==> src/rtl/ccr_pkg.sv <==
// Shared encodings for the condition-code register stage: flag indices, condition codes,
// update/write operation encodings and the DBcc sequencing states.
package ccr_pkg;

    localparam int unsigned FLAG_C = 0;
    localparam int unsigned FLAG_V = 1;
    localparam int unsigned FLAG_Z = 2;
    localparam int unsigned FLAG_N = 3;
    localparam int unsigned FLAG_X = 4;

    localparam logic [3:0] COND_T  = 4'h0;
    localparam logic [3:0] COND_F  = 4'h1;
    localparam logic [3:0] COND_HI = 4'h2;
    localparam logic [3:0] COND_LS = 4'h3;
    localparam logic [3:0] COND_CC = 4'h4;
    localparam logic [3:0] COND_CS = 4'h5;
    localparam logic [3:0] COND_NE = 4'h6;
    localparam logic [3:0] COND_EQ = 4'h7;
    localparam logic [3:0] COND_VC = 4'h8;
    localparam logic [3:0] COND_VS = 4'h9;
    localparam logic [3:0] COND_PL = 4'hA;
    localparam logic [3:0] COND_MI = 4'hB;
    localparam logic [3:0] COND_GE = 4'hC;
    localparam logic [3:0] COND_LT = 4'hD;
    localparam logic [3:0] COND_GT = 4'hE;
    localparam logic [3:0] COND_LE = 4'hF;

    localparam logic [1:0] UPD_NORMAL  = 2'b00;
    localparam logic [1:0] UPD_XCOPY   = 2'b01;
    localparam logic [1:0] UPD_ZSTICKY = 2'b10;
    localparam logic [1:0] UPD_LOGIC   = 2'b11;

    localparam logic [1:0] WR_MOVE = 2'b00;
    localparam logic [1:0] WR_AND  = 2'b01;
    localparam logic [1:0] WR_OR   = 2'b10;
    localparam logic [1:0] WR_EOR  = 2'b11;

    typedef enum logic [1:0] {
        StIdle = 2'b00,
        StEval = 2'b01,
        StDone = 2'b10
    } dbcc_state_t;

endpackage

==> src/rtl/ccr_cond_eval.sv <==
// Combinational evaluation of the sixteen 68k condition codes against a {X,N,Z,V,C} CCR.
module ccr_cond_eval
    import ccr_pkg::*;
(
    input  logic [4:0] ccr,
    input  logic [3:0] cond,
    output logic       is_true
);

    logic n, z, v, c;
    logic unused_x;

    assign n        = ccr[FLAG_N];
    assign z        = ccr[FLAG_Z];
    assign v        = ccr[FLAG_V];
    assign c        = ccr[FLAG_C];
    assign unused_x = ccr[FLAG_X];

    always_comb begin
        is_true = 1'b0;
        unique case (cond)
            COND_T:  is_true = 1'b1;
            COND_F:  is_true = 1'b0;
            COND_HI: is_true = ~c & ~z;
            COND_LS: is_true = c | z;
            COND_CC: is_true = ~c;
            COND_CS: is_true = c;
            COND_NE: is_true = ~z;
            COND_EQ: is_true = z;
            COND_VC: is_true = ~v;
            COND_VS: is_true = v;
            COND_PL: is_true = ~n;
            COND_MI: is_true = n;
            COND_GE: is_true = ~(n ^ v);
            COND_LT: is_true = n ^ v;
            COND_GT: is_true = ~z & ~(n ^ v);
            COND_LE: is_true = z | (n ^ v);
        endcase
    end

endmodule

==> src/rtl/ccr_unit.sv <==
// 68k CCR stage: masked Alu flag update, explicit CCR writes, condition evaluation and DBcc pipe.
// Optional shadow save/restore is built only when CCR_SAVE_EN is defined.
module ccr_unit
    import ccr_pkg::*;
#(
    parameter int unsigned BITS = 16
) (
    input  logic            clk,
    input  logic            reset,
    input  logic            alu_c,
    input  logic            alu_z,
    input  logic            alu_v,
    input  logic            alu_n,
    input  logic            upd_valid,
    input  logic [4:0]      upd_mask,
    input  logic [1:0]      upd_mode,
    input  logic            wr_valid,
    input  logic [1:0]      wr_op,
    input  logic [4:0]      wr_data,
    input  logic [3:0]      cond,
    output logic            cond_true,
    input  logic            dbcc_req,
    input  logic [BITS-1:0] dbcc_cnt_in,
    output logic            dbcc_busy,
    output logic            dbcc_ack,
    output logic            dbcc_branch,
    output logic [BITS-1:0] dbcc_cnt_out,
    output logic [4:0]      ccr,
    input  logic            save_req,
    input  logic            restore_req
);

    logic [4:0]      alu_flags;
    logic [4:0]      upd_next;
    logic [4:0]      wr_next;
    logic [4:0]      ccr_next;
    logic            dbcc_cond;
    logic            cap_true;
    logic [BITS-1:0] cap_cnt;
    logic [BITS-1:0] cnt_dec;
    dbcc_state_t     state;

    always_comb begin
        alu_flags         = '0;
        alu_flags[FLAG_X] = alu_c;
        alu_flags[FLAG_N] = alu_n;
        alu_flags[FLAG_Z] = alu_z;
        alu_flags[FLAG_V] = alu_v;
        alu_flags[FLAG_C] = alu_c;
        case (upd_mode)
            UPD_ZSTICKY: alu_flags[FLAG_Z] = ccr[FLAG_Z] & alu_z;
            UPD_LOGIC: begin
                // Logic ops never touch X, whatever the mask says.
                alu_flags[FLAG_X] = ccr[FLAG_X];
                alu_flags[FLAG_V] = 1'b0;
                alu_flags[FLAG_C] = 1'b0;
            end
            default: ;
        endcase
        upd_next = (ccr & ~upd_mask) | (alu_flags & upd_mask);

        wr_next = wr_data;
        case (wr_op)
            WR_AND:  wr_next = ccr & wr_data;
            WR_OR:   wr_next = ccr | wr_data;
            WR_EOR:  wr_next = ccr ^ wr_data;
            default: wr_next = wr_data;
        endcase
    end

`ifdef CCR_SAVE_EN
    logic [4:0] shadow;

    always_ff @(posedge clk) begin
        if (reset) begin
            shadow <= '0;
        end else if (save_req) begin
            shadow <= ccr;
        end
    end

    always_comb begin
        ccr_next = ccr;
        if (restore_req) begin
            ccr_next = shadow;
        end else if (wr_valid) begin
            ccr_next = wr_next;
        end else if (upd_valid) begin
            ccr_next = upd_next;
        end
    end
`else
    logic unused_shadow_ctl;
    assign unused_shadow_ctl = save_req ^ restore_req;

    always_comb begin
        ccr_next = ccr;
        if (wr_valid) begin
            ccr_next = wr_next;
        end else if (upd_valid) begin
            ccr_next = upd_next;
        end
    end
`endif

    always_ff @(posedge clk) begin
        if (reset) begin
            ccr <= '0;
        end else begin
            ccr <= ccr_next;
        end
    end

    ccr_cond_eval u_cond_out (
        .ccr     (ccr),
        .cond    (cond),
        .is_true (cond_true)
    );

    ccr_cond_eval u_cond_dbcc (
        .ccr     (ccr),
        .cond    (cond),
        .is_true (dbcc_cond)
    );

    assign cnt_dec = cap_cnt - BITS'(1);

    always_ff @(posedge clk) begin
        if (reset) begin
            state        <= StIdle;
            cap_true     <= 1'b0;
            cap_cnt      <= '0;
            dbcc_busy    <= 1'b0;
            dbcc_ack     <= 1'b0;
            dbcc_branch  <= 1'b0;
            dbcc_cnt_out <= '0;
        end else begin
            case (state)
                StIdle: begin
                    if (dbcc_req) begin
                        cap_true  <= dbcc_cond;
                        cap_cnt   <= dbcc_cnt_in;
                        dbcc_busy <= 1'b1;
                        state     <= StEval;
                    end
                end
                StEval: begin
                    if (cap_true) begin
                        dbcc_branch  <= 1'b0;
                        dbcc_cnt_out <= cap_cnt;
                    end else begin
                        // Falling out of the loop when the counter wraps to -1.
                        dbcc_branch  <= (cnt_dec != '1);
                        dbcc_cnt_out <= cnt_dec;
                    end
                    dbcc_ack <= 1'b1;
                    state    <= StDone;
                end
                StDone: begin
                    dbcc_ack  <= 1'b0;
                    dbcc_busy <= 1'b0;
                    state     <= StIdle;
                end
                default: state <= StIdle;
            endcase
        end
    end

endmodule

==> config.mk <==
export PLATFORM = sky130hd
export DESIGN_NAME = ccr_unit
export DESIGN_NICKNAME = d
export VERILOG_FILES = /design/src/rtl/ccr_pkg.sv /design/src/rtl/ccr_cond_eval.sv /design/src/rtl/ccr_unit.sv
export SDC_FILE = /design/constraint.sdc
export NUM_CORES = 1
export LEC_CHECK = 0
export ABC_AREA = 1
export CORE_MARGIN = 5
export CORE_UTILIZATION = 40
export CTS_BUF_LIST = sky130_fd_sc_hd__clkbuf_4
export CTS_CLUSTER_DIAMETER = 120
export DETAILED_ROUTE_END_ITERATION = 8
export HOLD_SLACK_MARGIN = 0.03
export PLACE_DENSITY = 0.68
export SYNTH_ARGS = -nofsm -noshare
export SYNTH_HDL_FRONTEND = slang
export SYNTH_SLANG_ARGS = --single-unit
==> constraint.sdc <==
create_clock -name clk -period 2.36 [get_ports clk]
set_input_delay 0.354 -clock clk [delete_from_list [all_inputs] [get_ports clk]]
set_output_delay 0.354 -clock clk [all_outputs]
set_load 0.05 [all_outputs]
==> results of run 1 <==
[worst max-delay path by stage]
stage / slack, ps / from / end
after CTS: 40 / cond[0] / cond_true
final: 90 / cond[0] / cond_true
after global routing: 4 / cond[0] / cond_true
after global placement: 80 / cond[0] / cond_true
after detailed placement: 50 / cond[0] / cond_true
after floorplan: 340 / register / cond_true
[synthesized netlist by cell type]
cell,n,area share [%]
a21oi_2,1,0.34
inv_1,47,6.8
nor2_1,36,5.2
nor3_1,2,0.38
nor2_4,2,0.86
o221a_2,1,0.43
a211oi_1,5,1.4
or2_2,2,0.48
a221oi_1,2,0.67
clkinv_1,1,0.14
nand4_1,4,0.96
o21ai_1,1,0.19
a21oi_1,58,11
nand2_1,68,9.8
xnor2_1,3,1.0
o211ai_1,4,1.2
nand3_2,1,0.38
nand3_1,21,4.0
buf_1,1,0.14
ha_1,16,7.7
xor2_1,3,1.0
clkbuf_1,13,1.9
nor2_2,2,0.48
dfxtp_1,43,33
nand2_2,4,0.96
o22ai_1,1,0.24
o21ai_0,45,8.6
a311oi_1,2,0.67
[power by group through the flow]
stage          combinational, mW  sequential, mW  clock (mW)
5_1_grt                    0.976           0.885       0.399
4_1_cts                    0.882           0.872       0.372
2_1_floorplan              0.438            1.03           0
6_report                   0.883           0.871       0.360
3_3_place_gp               0.866           0.886           0
3_5_place_dp               0.878           0.888           0
[worst max-delay path, cell delays in order]
cell and delay, ps:
clkdlybuf4s50_1 500, inv_1 80, or2_2 280, nand2_1 60, o21ai_0 70, o21ai_0 90
nand2_1 60, o21ai_0 80, nand2_1 110, nand3_2 110, buf_12 140
[kinds of logic (layout without fill, tap and decap cells)]
| group | after synthesis | in the layout | share of synthesized area [%] |
|---|---|---|---|
| flops | 43 | 43 | 33.0 |
| simple gates | 142 | 142 | 23.5 |
| fa+ha+maj | 16 | 16 | 7.67 |
| xor+xnor | 6 | 6 | 2.01 |
| buf+inv | 62 | 129 | 8.92 |
| compound gates | 120 | 120 | 24.9 |
[per-layer routing]
layer	track usage, %	up-vias	part of all wire [%]
met5	0	-	0
met4	5.83	0	2.1
met3	2.83	11	5.1
met2	28.7	62	46
met1	23.1	1283	47
li1	-	1432	-
[what timing repair did]
action | in CTS | in global routing
hold buffers | 0 | 0
buffers inserted | 0 | 1
resized for setup | 0 | 1
endpoints found under the setup margin | 0 | 1
[final cells by class]
class,count,area share [%]
Clock buffer,6,1.31
Clock inverter,2,0.218
Inverter,48,5.24
Multi-Input combinational cell,284,44.2
Sequential cell,43,25.1
Tap cell,77,2.80
Timing Repair Buffer,73,21.1
[cell usage in the layout, fill, tap and decap left out, drive strengths merged, types with 2 or more instances in the layout]
| cell | instances |
|---|---|
| nand2 | 72 |
| clkdlybuf4s50 | 66 |
| a21oi | 59 |
| inv | 47 |
| o21ai | 46 |
| dfxtp | 43 |
| nor2 | 40 |
| nand3 | 22 |
| ha | 16 |
| buf | 7 |
| clkbuf | 6 |
| a211oi | 5 |
| nand4 | 4 |
| o211ai | 4 |
| xnor2 | 3 |
| clkinv | 3 |
| xor2 | 3 |
| or2 | 2 |
| nor3 | 2 |
| a221oi | 2 |
| a311oi | 2 |
[per-stage QoR]
stage          instance area, um2  setup WS (ps)  hold WS (ps)  instances  utilization (%)
6_report                     3440           87.9           480        533             54.1
5_1_grt                      3440           4.37           500        533             54.1
4_1_cts                      3420           39.9           481        532             53.9
3_5_place_dp                 3370           48.7           462        524             53.1
3_3_place_gp                 3370           82.4           457        524             53.1
2_1_floorplan                2610            341           467        389                -
==> flow_summary.ini, run 1 <==
[status]
outcome = completed

[cells_and_area]
syn2layout_area_growth_pct = 31.7
seqCellArea_um2 = 861
multiInputGateArea_um2 = 1520
n_fill_cell = 631
num_antenna_cells = 0
nets = 516
drive_above_1_share_pct = 5.92

[synthesis]
yosys_warnings = 0
synth-seq-cells = 43
syn-num-nets = 450
netlist_instances = 389
synth.distinct_cells = 28
syn_avg_cell_area_um2 = 6.71
synth_area_um2 = 2610
yosysSeqAreaShare_pct = 33.0

[critical_path]
cp-start-kind = input port
r2r_end = dbcc_branch
timing.rr.start = cap_cnt[0]
crit_type = input port to output port
cp.arrival_ps = 1920
crit_path_max_fanout = 4
r2r_setup_slack_ps = 600
end_kind = output port
timing.critical_path.required_ps = 2010
rr_worst_depth = 11

[routing]
via_per_inst = 5.23
drt_iter0_markers = 121
drtAntennaViolNets = 0
avgRoutedWirePerCell_um = 13.4
num_vias = 2788
drt-total-wl_um = 7150
drc = 0
first_pass_iters = 4

[timing]
setup_viol = 0
fin_crit_ps = 2270
hold_viol = 0
report.final.slew_viol_count = 0
fin_tns_setup_ps = 0
max_freq_mhz = 440
skew_ps = 10.4
rsz0062_at_grt = false
fin_crit_sh_pct = 96.3
worst_pin_slew_ps = 547
slew_headroom_pct = 63.3

[place]
port_buffers = 67
gp_congestion = 0.845
dp_hpwl_um = 5490

[clock_tree]
htreeDepth = 2
root_buffer = clkbuf_4
clkTransAtPathRegs_ps = 130
cts_made_buffers = 5
clk_latency_ps = 350
cts_sinks = 43
cts_max_path_buffers = 2
cts_tree = built

[power]
p_total_mw = 2.11
pwr-share-seq_pct = 41.2
internal_power_mw = 1.26
power.leakage_nw = 1.48
p_sw_share_pct = 40.6
power_density_nw_per_um2 = 615
p_sw_mw = 0.857
vdd_drop_max_mv = 0.429
p_comb_share_pct = 41.8
clkPwrFrac_pct = 17.0

[die]
rows = 29
coreArea_um2 = 6350
die_width_um = 90.8
design.portCount = 70
dieArea_um2 = 8240
die_h_um = 90.8
initial_utilization_pct = 41.1

[run]
cap_violations = 0

[grt]
grt_max_degree = 34
track_usage_pct = 17.5
grt_overflow = 0
antenna_found_initial = 0
grt_first_pass_wirelength_um = 12200
grt_pass1_vias = 2666

[min_path]
hold_class = register to register
hold_start = dbcc_cnt_out[15]
whs_endpoint = dbcc_cnt_out[15]
holdPathStages = 2
(Power assumes the default switching activity.)
==> run 2: changes to the inputs <==
--- a/config.mk
+++ b/config.mk
@@ -12,7 +12,9 @@
 export CTS_CLUSTER_DIAMETER = 120
 export DETAILED_ROUTE_END_ITERATION = 8
 export HOLD_SLACK_MARGIN = 0.03
-export PLACE_DENSITY = 0.68
+export PLACE_DENSITY = 0.67
+export SLEW_MARGIN = 20
 export SYNTH_ARGS = -nofsm -noshare
 export SYNTH_HDL_FRONTEND = slang
+export SYNTH_HIERARCHICAL = 1
 export SYNTH_SLANG_ARGS = --single-unit
==> run 2 against run 1 <==
Effect of this change:
- total power is 3.8% higher
- critical path depth down 10
- global-route usage up 0.38 points
==> flow_summary.ini, run 2 <==
[place]
port_buffers = 67
place_area_um2 = 3710
dp_hpwl_um = 5950
gp_congestion = 0.880

[power]
p_total_mw = 2.19
vdd_drop_max_mv = 0.364
power_density_nw_per_um2 = 583
power.leakage_nw = 1.72

[cells_and_area]
nets = 592
layout_common_cells = nand2_1, clkdlybuf4s50_1, inv_1, a21oi_1, nor2_1
finalInstanceArea_um2 = 3770
drive_above_1_share_pct = 6.77
syn2layout_area_growth_pct = 28.8
final_common_cell = nand2_1
num_antenna_cells = 0
fin_util_pct = 52.5
n_fill_cell = 745

[clock_tree]
clk_latency_ps = 350
cts_max_path_buffers = 2
htreeDepth = 2
root_buffer = clkbuf_4
cts_hold_buf = 0
cts_setup_buffers = 0
cts_made_buffers = 5
cts_resized = 0
cts_tree = built
cts_sinks = 43
clkTransAtPathRegs_ps = 130

[synthesis]
synthTopCellsByCount = nand2_1, inv_1, a21oi_1, nor2_1, dfxtp_1
synth.most_common_cell = nand2_1
synth_ff_type = dfxtp_1
syn_avg_cell_area_um2 = 6.30
yosysSeqAreaShare_pct = 29.4
synth_top_area_share_pct = 29.4
synth_area_um2 = 2930
synth_edf_count = 0
synth.distinct_cells = 31
synth-seq-cells = 43
netlist_instances = 464
synth_area_leader_cell = dfxtp_1
yosys_warnings = 6
syn-num-nets = 525
synth_async_sr_flop_share_pct = 0
ys_top_cells_by_area = dfxtp_1, nand2_1, a21oi_1, inv_1, o21ai_0

[die]
design.portCount = 70
initial_utilization_pct = 40.8
rows = 31
coreArea_um2 = 7180
die_width_um = 95.5
die_h_um = 95.5
dieArea_um2 = 9120

[grt]
antenna_found_initial = 0
grt_pass1_vias = 2953
grt_first_pass_wirelength_um = 13100
grt_max_degree = 34
grt_overflow = 0
track_usage_pct = 17.8

[timing]
fin_tns_setup_ps = 0
timing.hold.ws_ps = 477
worst_pin_slew_ps = 527
setup_viol = 0
slew_headroom_pct = 64.7
hold_viol = 0
max_freq_mhz = 469
skew_ps = 10.1
fin_crit_ps = 2130
report.final.slew_viol_count = 0
rsz0062_at_grt = false
fin_crit_sh_pct = 90.3

[status]
outcome = completed

[critical_path]
crit_type = register to output port
rr_worst_depth = 13
end_kind = output port
slowest_delay_ps = 880
crit_chain = clkdlybuf4s50_1
cp.arrival_ps = 1780
cp_top_family = buffers and inverters
timing.critical_path.required_ps = 2010
slowest_stage = clkdlybuf4s50_1
timing.critical_path.buf_inv = 1
crit_path_max_fanout = 10
r2r_end = dbcc_branch
r2r_setup_slack_ps = 520
cp-start-kind = register
timing.rr.start = cap_cnt[0]

[run]
cap_violations = 0

[min_path]
holdPathStages = 2
hold_class = register to register
whs_endpoint = dbcc_cnt_out[13]
hold_start = dbcc_cnt_out[13]

[routing]
first_pass_iters = 4
drt_iter0_markers = 129
drc = 0
avgRoutedWirePerCell_um = 12.2
num_vias = 3081
via_per_inst = 4.88
drtAntennaViolNets = 0
drt-total-wl_um = 7670
==> run 2: changes by cell type after synthesis, sizes merged, moves of 3 or more <==
| cell | delta |
|---|---|
| nand3 | +9 |
| clkbuf | -3 |
| a211oi | -3 |
| o21ai | -4 |
| a21oi | -5 |
| buf | +3 |
| nand2 | +52 |
| nor2 | +10 |
| a221oi | +3 |
| inv | +16 |
==> run 2: report_power, final <==
group          internal [mW]  switching (mW)  leakage [nW]
registers              0.806          0.0694         0.355
clock network          0.127           0.251        0.0317
logic                  0.349           0.593          1.33
==> run 2: worst max-delay path by stage <==
stage | start | endpoint | slack [ps] | depth (start not counted)
after CTS | register | ccr[1] | 200 | 1
after detailed placement | cond[1] | cond_true | 290 | 11
final | register | ccr[1] | 230 | 1
after global placement | cond[1] | cond_true | 300 | 11
after global routing | cond[1] | cond_true | 80 | 11
after floorplan | register | cond_true | 460 | 6
==> run 2: cell families (layout without fill, tap and decap cells) <==
logic type	count (synthesis)	in the layout	share of synthesized area (%)
fa+ha+maj	16	16	6.84
flops	43	43	29.4
xor+xnor	5	5	1.50
buf+inv	78	146	10.7
simple gates	211	211	30.7
compound gates	111	111	20.9
==> run 2: cell type report <==
class | count | area [um2] | area share, %
timing repair buffer | 74 | 733 | 19.5
clock buffer | 6 | 45.0 | 1.20
multi-input combinational | 343 | 1750 | 46.5
sequential | 43 | 861 | 22.8
inverter | 64 | 240 | 6.38
tap | 99 | 124 | 3.29
clock inverter | 2 | 12.5 | 0.332
==> run 2: layer usage <==
metal	global-route usage [%]	wire length, um	vias up
met5	0	0	-
met4	5.21	82	0
met3	3.00	379	6
met2	30.6	3600	71
met1	22.9	3600	1356
li1	-	-	1648
==> run 2: tightest hold or removal path, stage by stage (launching register included) <==
cell	delay, ps
dfxtp_1	340
nand2_1	60
a21oi_1	50
==> run 2: per-stage QoR <==
stage / cells / setup slack, ps
6_report: 631 / 230
5_1_grt: 631 / 83.0
4_1_cts: 631 / 201
3_5_place_dp: 623 / 289
3_3_place_gp: 623 / 305
2_1_floorplan: 464 / 464
==> edit 1, RTL diff (flow settings as in run 1) <==
The 3 states of `dbcc_state_t` get a one-hot encoding in 3 bits.
--- a/src/rtl/ccr_pkg.sv
+++ b/src/rtl/ccr_pkg.sv
@@ -37,6 +37,6 @@
 
-    typedef enum logic [1:0] {
-        StIdle = 2'b00,
-        StEval = 2'b01,
-        StDone = 2'b10
+    typedef enum logic [2:0] {
+        StIdle = 3'b001,
+        StEval = 3'b010,
+        StDone = 3'b100
     } dbcc_state_t;
Check against the original RTL: no difference found for any inputs over 10 cycles, from zero or initial values and one cycle with reset high; not proved beyond that.
==> edit 1 against run 1 <==
  * Worst setup slack improved by 0.15 ns
  * Sequential cell count rose by 1
  * Register-to-register slack got worse by 0.09 ns
  * Cell area rose by 0.55%
  * Critical path depth fell by 3
  * Routed wire length fell by 2.5%
  * Total power fell by 6.9%
  * Area after synthesis fell by 0.48%
  * Largest cell class unchanged
==> edit 1: results (changes against run 1) <==
leakage 1.46 nW (-1.6%); first-pass GRT wire length 11800 microns (-2.9%); share of layout cells above drive strength 1 0.0818 (+0.0226); CTS H-tree depth 2 (unchanged); count of cell types in the netlist 33 (+18%); Synth async-reset ratio 0 (unchanged); Hold Path Class reg2reg; status completed; synth top area cells dfxtp_1, a21oi_1, nand2_1, o21ai_0, inv_1; post-CTS setup buffer count 0 (unchanged); Syn Nets 431 (-4.2%); vias in the first global route 2573 (-3.5%); Seq/Total Area, Yosys 0.339 (+0.00930); pin count of the biggest net entering global routing 23 (-32%); Tot GR Track Use 0.168 (-0.00620); Post-DP HPWL 5270 microns (-4.0%); GPL Wtd Cong 0.848 (+0.34%); critical path peak fanout 6 (+2); clock tree buffer depth 2 (unchanged); worst vdd ir 0.452 mV (+5.4%); Avg Vias per Cell 5.21 (-0.49%); initial DRC count 109 (-9.9%); Pre-antenna DRT Iters 4 (unchanged); Fill cells 616 (-2.4%); Net count, final 496 (-3.9%); port bufs 67 (unchanged); DR WL/cell 13.5 microns (+0.50%); Synth top cells by count nand2_1, a21oi_1, dfxtp_1, inv_1, o21ai_0; prevailing post-synth register cell dfxtp_1; CTS root buf clkbuf_4; ANT cells 0 (unchanged); post-CTS sizing 0 (unchanged); TritonCTS buffer count 5 (unchanged); synth warn 0 (unchanged); Worst EP arrival 1.77 ns (-0.15 ns); Clock transition at path regs 0.15 ns (+0.02 ns); Worst Clk Skew 0.0211 ns (+0.0107 ns); worst-skew pair later-pin latency 0.36 ns; worst slew pin tran 0.540 ns (-0.00647 ns); initial antenna violation count 0 (unchanged)
-- edit 1: cell families after synthesis --
kind of cell | count (synthesis) | synth area share
simple gates | 139 | 0.256
compound gates | 114 | 0.240
buf+inv | 61 | 0.0906
flops | 44 | 0.339
fa+ha+maj | 12 | 0.0578
xor+xnor | 4 | 0.0164
-- edit 1: worst paths after layout --
kind | depth (start not counted) | start | to | slack [ns]
worst max-delay path | 8 | cond[3] | cond_true | 0.24
worst min-delay path | 2 | dbcc_branch | dbcc_branch | 0.49
worst max register to register | 11 | cap_cnt[0] | dbcc_branch | 0.51
worst min register to register | 2 | dbcc_branch | dbcc_branch | 0.49
-- edit 1: power by group --
part	switching (W)	internal, W	total, W
combinational	0.000385	0.000252	0.000637
clock	0.000254	0.000234	0.000488
sequential	0.0000504	0.000792	0.000842
-- edit 1: metrics by stage --
step	power [W]	cell area [sq um]	cells	setup slack, ns
floorplan	0.00127	2600	374	0.404
global placement	0.00149	3370	509	0.326
detailed placement	0.00150	3370	509	0.239
CTS	0.00198	3450	517	0.236
global route	0.00208	3450	517	0.0560
finish	0.00197	3450	517	0.239
-- edit 1: critical path, stage by stage --
cell	delay (ns)
clkdlybuf4s50_1	0.57
inv_1	0.08
o21ai_0	0.23
o211ai_1	0.11
nand2_1	0.07
nand3_1	0.06
nand2_1	0.14
buf_12	0.15
-- edit 1: per-layer routing --
metal	vias to the layer above	track usage	wire, microns
met5	-	0	0
met4	0	0.0372	54
met3	5	0.0325	429
met2	72	0.283	3240
met1	1226	0.223	3250
li1	1388	-	-
-- edit 1: cell type report --
type / instances / share of cell area
Clock buffer: 6 / 0.0130
Clock inverter: 2 / 0.0101
Inverter: 46 / 0.0503
Multi-Input combinational cell: 269 / 0.430
Sequential cell: 44 / 0.255
Tap cell: 77 / 0.0279
Timing Repair Buffer: 73 / 0.214
==> edit 2, RTL diff (config.mk and constraints of run 1) <==
Without the edit above. The option `CCR_SAVE_EN` is turned on by a define.
--- a/src/rtl/ccr_unit.sv
+++ b/src/rtl/ccr_unit.sv
@@ -2,2 +2,4 @@
 // Optional shadow save/restore is built only when CCR_SAVE_EN is defined.
+`define CCR_SAVE_EN
+
 module ccr_unit
Check against the original RTL: not equivalent (a bounded check fails within 4 cycles, from zero or initial values and one cycle with reset high).
==> edit 2 against run 1 <==
  * Die area rose by 6.9%
  * Area after synthesis increased by 7.7%
  * Cell area is 5.9% higher
  * Sequential power grew 10%
  * Worst setup slack improved by 0.21 ns
  * First-iteration DRC count rose by 13%
  * Worst hold slack improved by 0.00051 ns
  * Routed wire length rose by 4.4%
  * Sequential share of layout area rose by 1.4 points
  * Largest cell class unchanged
  * Global-route usage up 0.32 points
  * Total power increased by 4.9%
  * Register-to-register slack worse by 0.03 ns
  * Sequential cell count is 5 higher
  * Largest power group is now sequential cells
==> edit 2: results (changes against run 1) <==
status completed; Pre-antenna DRT Iters 5 (+1); share of layout cells above drive strength 1 0.0596 (+0.000364); DR WL/cell 13.2 microns (-1.6%); Seq/Total Area, Yosys 0.342 (+0.0120); R2R Setup Slk 0.57 ns (-0.03 ns); count of cell types in the netlist 35 (+25%); leakage 1.54 nW (+4.0%); Tot GR Track Use 0.178 (+0.00322); met2 Usage GRT 0.305 (+0.0176); Net count, final 531 (+2.9%); met1 Use GR 0.220 (-0.0114); synth top area cells dfxtp_1, a21oi_1, nand2_1, o21ai_0, ha_1; Worst Clk Skew 0.0109 ns (+0.000449 ns); Switch Pwr 0.000874 W (+1.9%); GPL Wtd Cong 0.849 (+0.41%); Finished Layout Cells 566 (+6.2%); synthesized netlist cell count 406 (+4.4%); pin count of the biggest net entering global routing 33 (-2.9%); worst setup path startpoint cond[3]; vias 2890 (+3.7%); Synth top cells by count nand2_1, a21oi_1, o21ai_0, inv_1, dfxtp_1; Syn Nets 467 (+3.8%); Setup WS pre-CTS 0.302 ns (+0.254 ns); met3 usage 0.0441 (+0.0157); critical path peak fanout 6 (+2)
edit 2: cell types whose count changed in the layout (fill, tap and decap cells not counted), moves of 2 or more:
| cell | delta |
|---|---|
| nor2_1 | -5 |
| o21ai_0 | +5 |
| nand2_2 | -2 |
| o211ai_1 | +6 |
| a21oi_1 | +2 |
| o311ai_0 | +2 |
| dfxtp_1 | +5 |
| inv_1 | +2 |
| a211oi_1 | -5 |
| clkdlybuf4s50_1 | +2 |
| nor2_2 | +3 |
| or2_2 | -2 |
edit 2: tightest hold or removal path: stages (launching register included):
cell and delay, ns:
dfxtp_1 0.33, inv_1 0.05, a221oi_1 0.06
edit 2: cells by family after synthesis:
| logic type | Yosys count |
|---|---|
| flops | 48 |
| buf+inv | 69 |
| xor+xnor | 6 |
| fa+ha+maj | 16 |
| simple gates | 134 |
| compound gates | 133 |
edit 2: final cells by class:
| class | count | area, sq um | area share |
|---|---|---|---|
| clock inverter | 1 | 5.00 | 0.00138 |
| inverter | 52 | 195 | 0.0537 |
| multi-input combinational | 289 | 1570 | 0.432 |
| tap | 96 | 120 | 0.0330 |
| timing repair buffer | 74 | 738 | 0.203 |
| clock buffer | 6 | 45.0 | 0.0124 |
| sequential | 48 | 961 | 0.264 |
edit 2: worst min-delay path by stage:
stage	cells past startpoint	startpoint	endpoint	slack, ns
floorplan	2	shadow[0]	flop	0.46
global placement	2	dbcc_cnt_out[13]	dbcc_cnt_out[13]	0.45
detailed placement	2	dbcc_cnt_out[13]	dbcc_cnt_out[13]	0.46
CTS	2	dbcc_busy	dbcc_busy	0.49
global route	2	dbcc_busy	dbcc_busy	0.51
finish	2	dbcc_busy	dbcc_busy	0.48
edit 2: power by group through the flow:
stage	logic, W	clock network [W]	registers (W)
after floorplan	0.000448	0	0.00112
after global placement	0.000865	0	0.000978
after detailed placement	0.000877	0	0.000981
after CTS	0.000883	0.000393	0.000962
after global routing	0.000978	0.000419	0.000977
final	0.000880	0.000376	0.000962
edit 2: metal layers:
| metal | share of wire | routed length (microns) | up-vias |
|---|---|---|---|
| met5 | 0 | 0 | - |
| met1 | 0.47 | 3490 | 1319 |
| met3 | 0.055 | 409 | 9 |
| li1 | - | - | 1488 |
| met2 | 0.46 | 3470 | 74 |
| met4 | 0.013 | 100 | 0 |
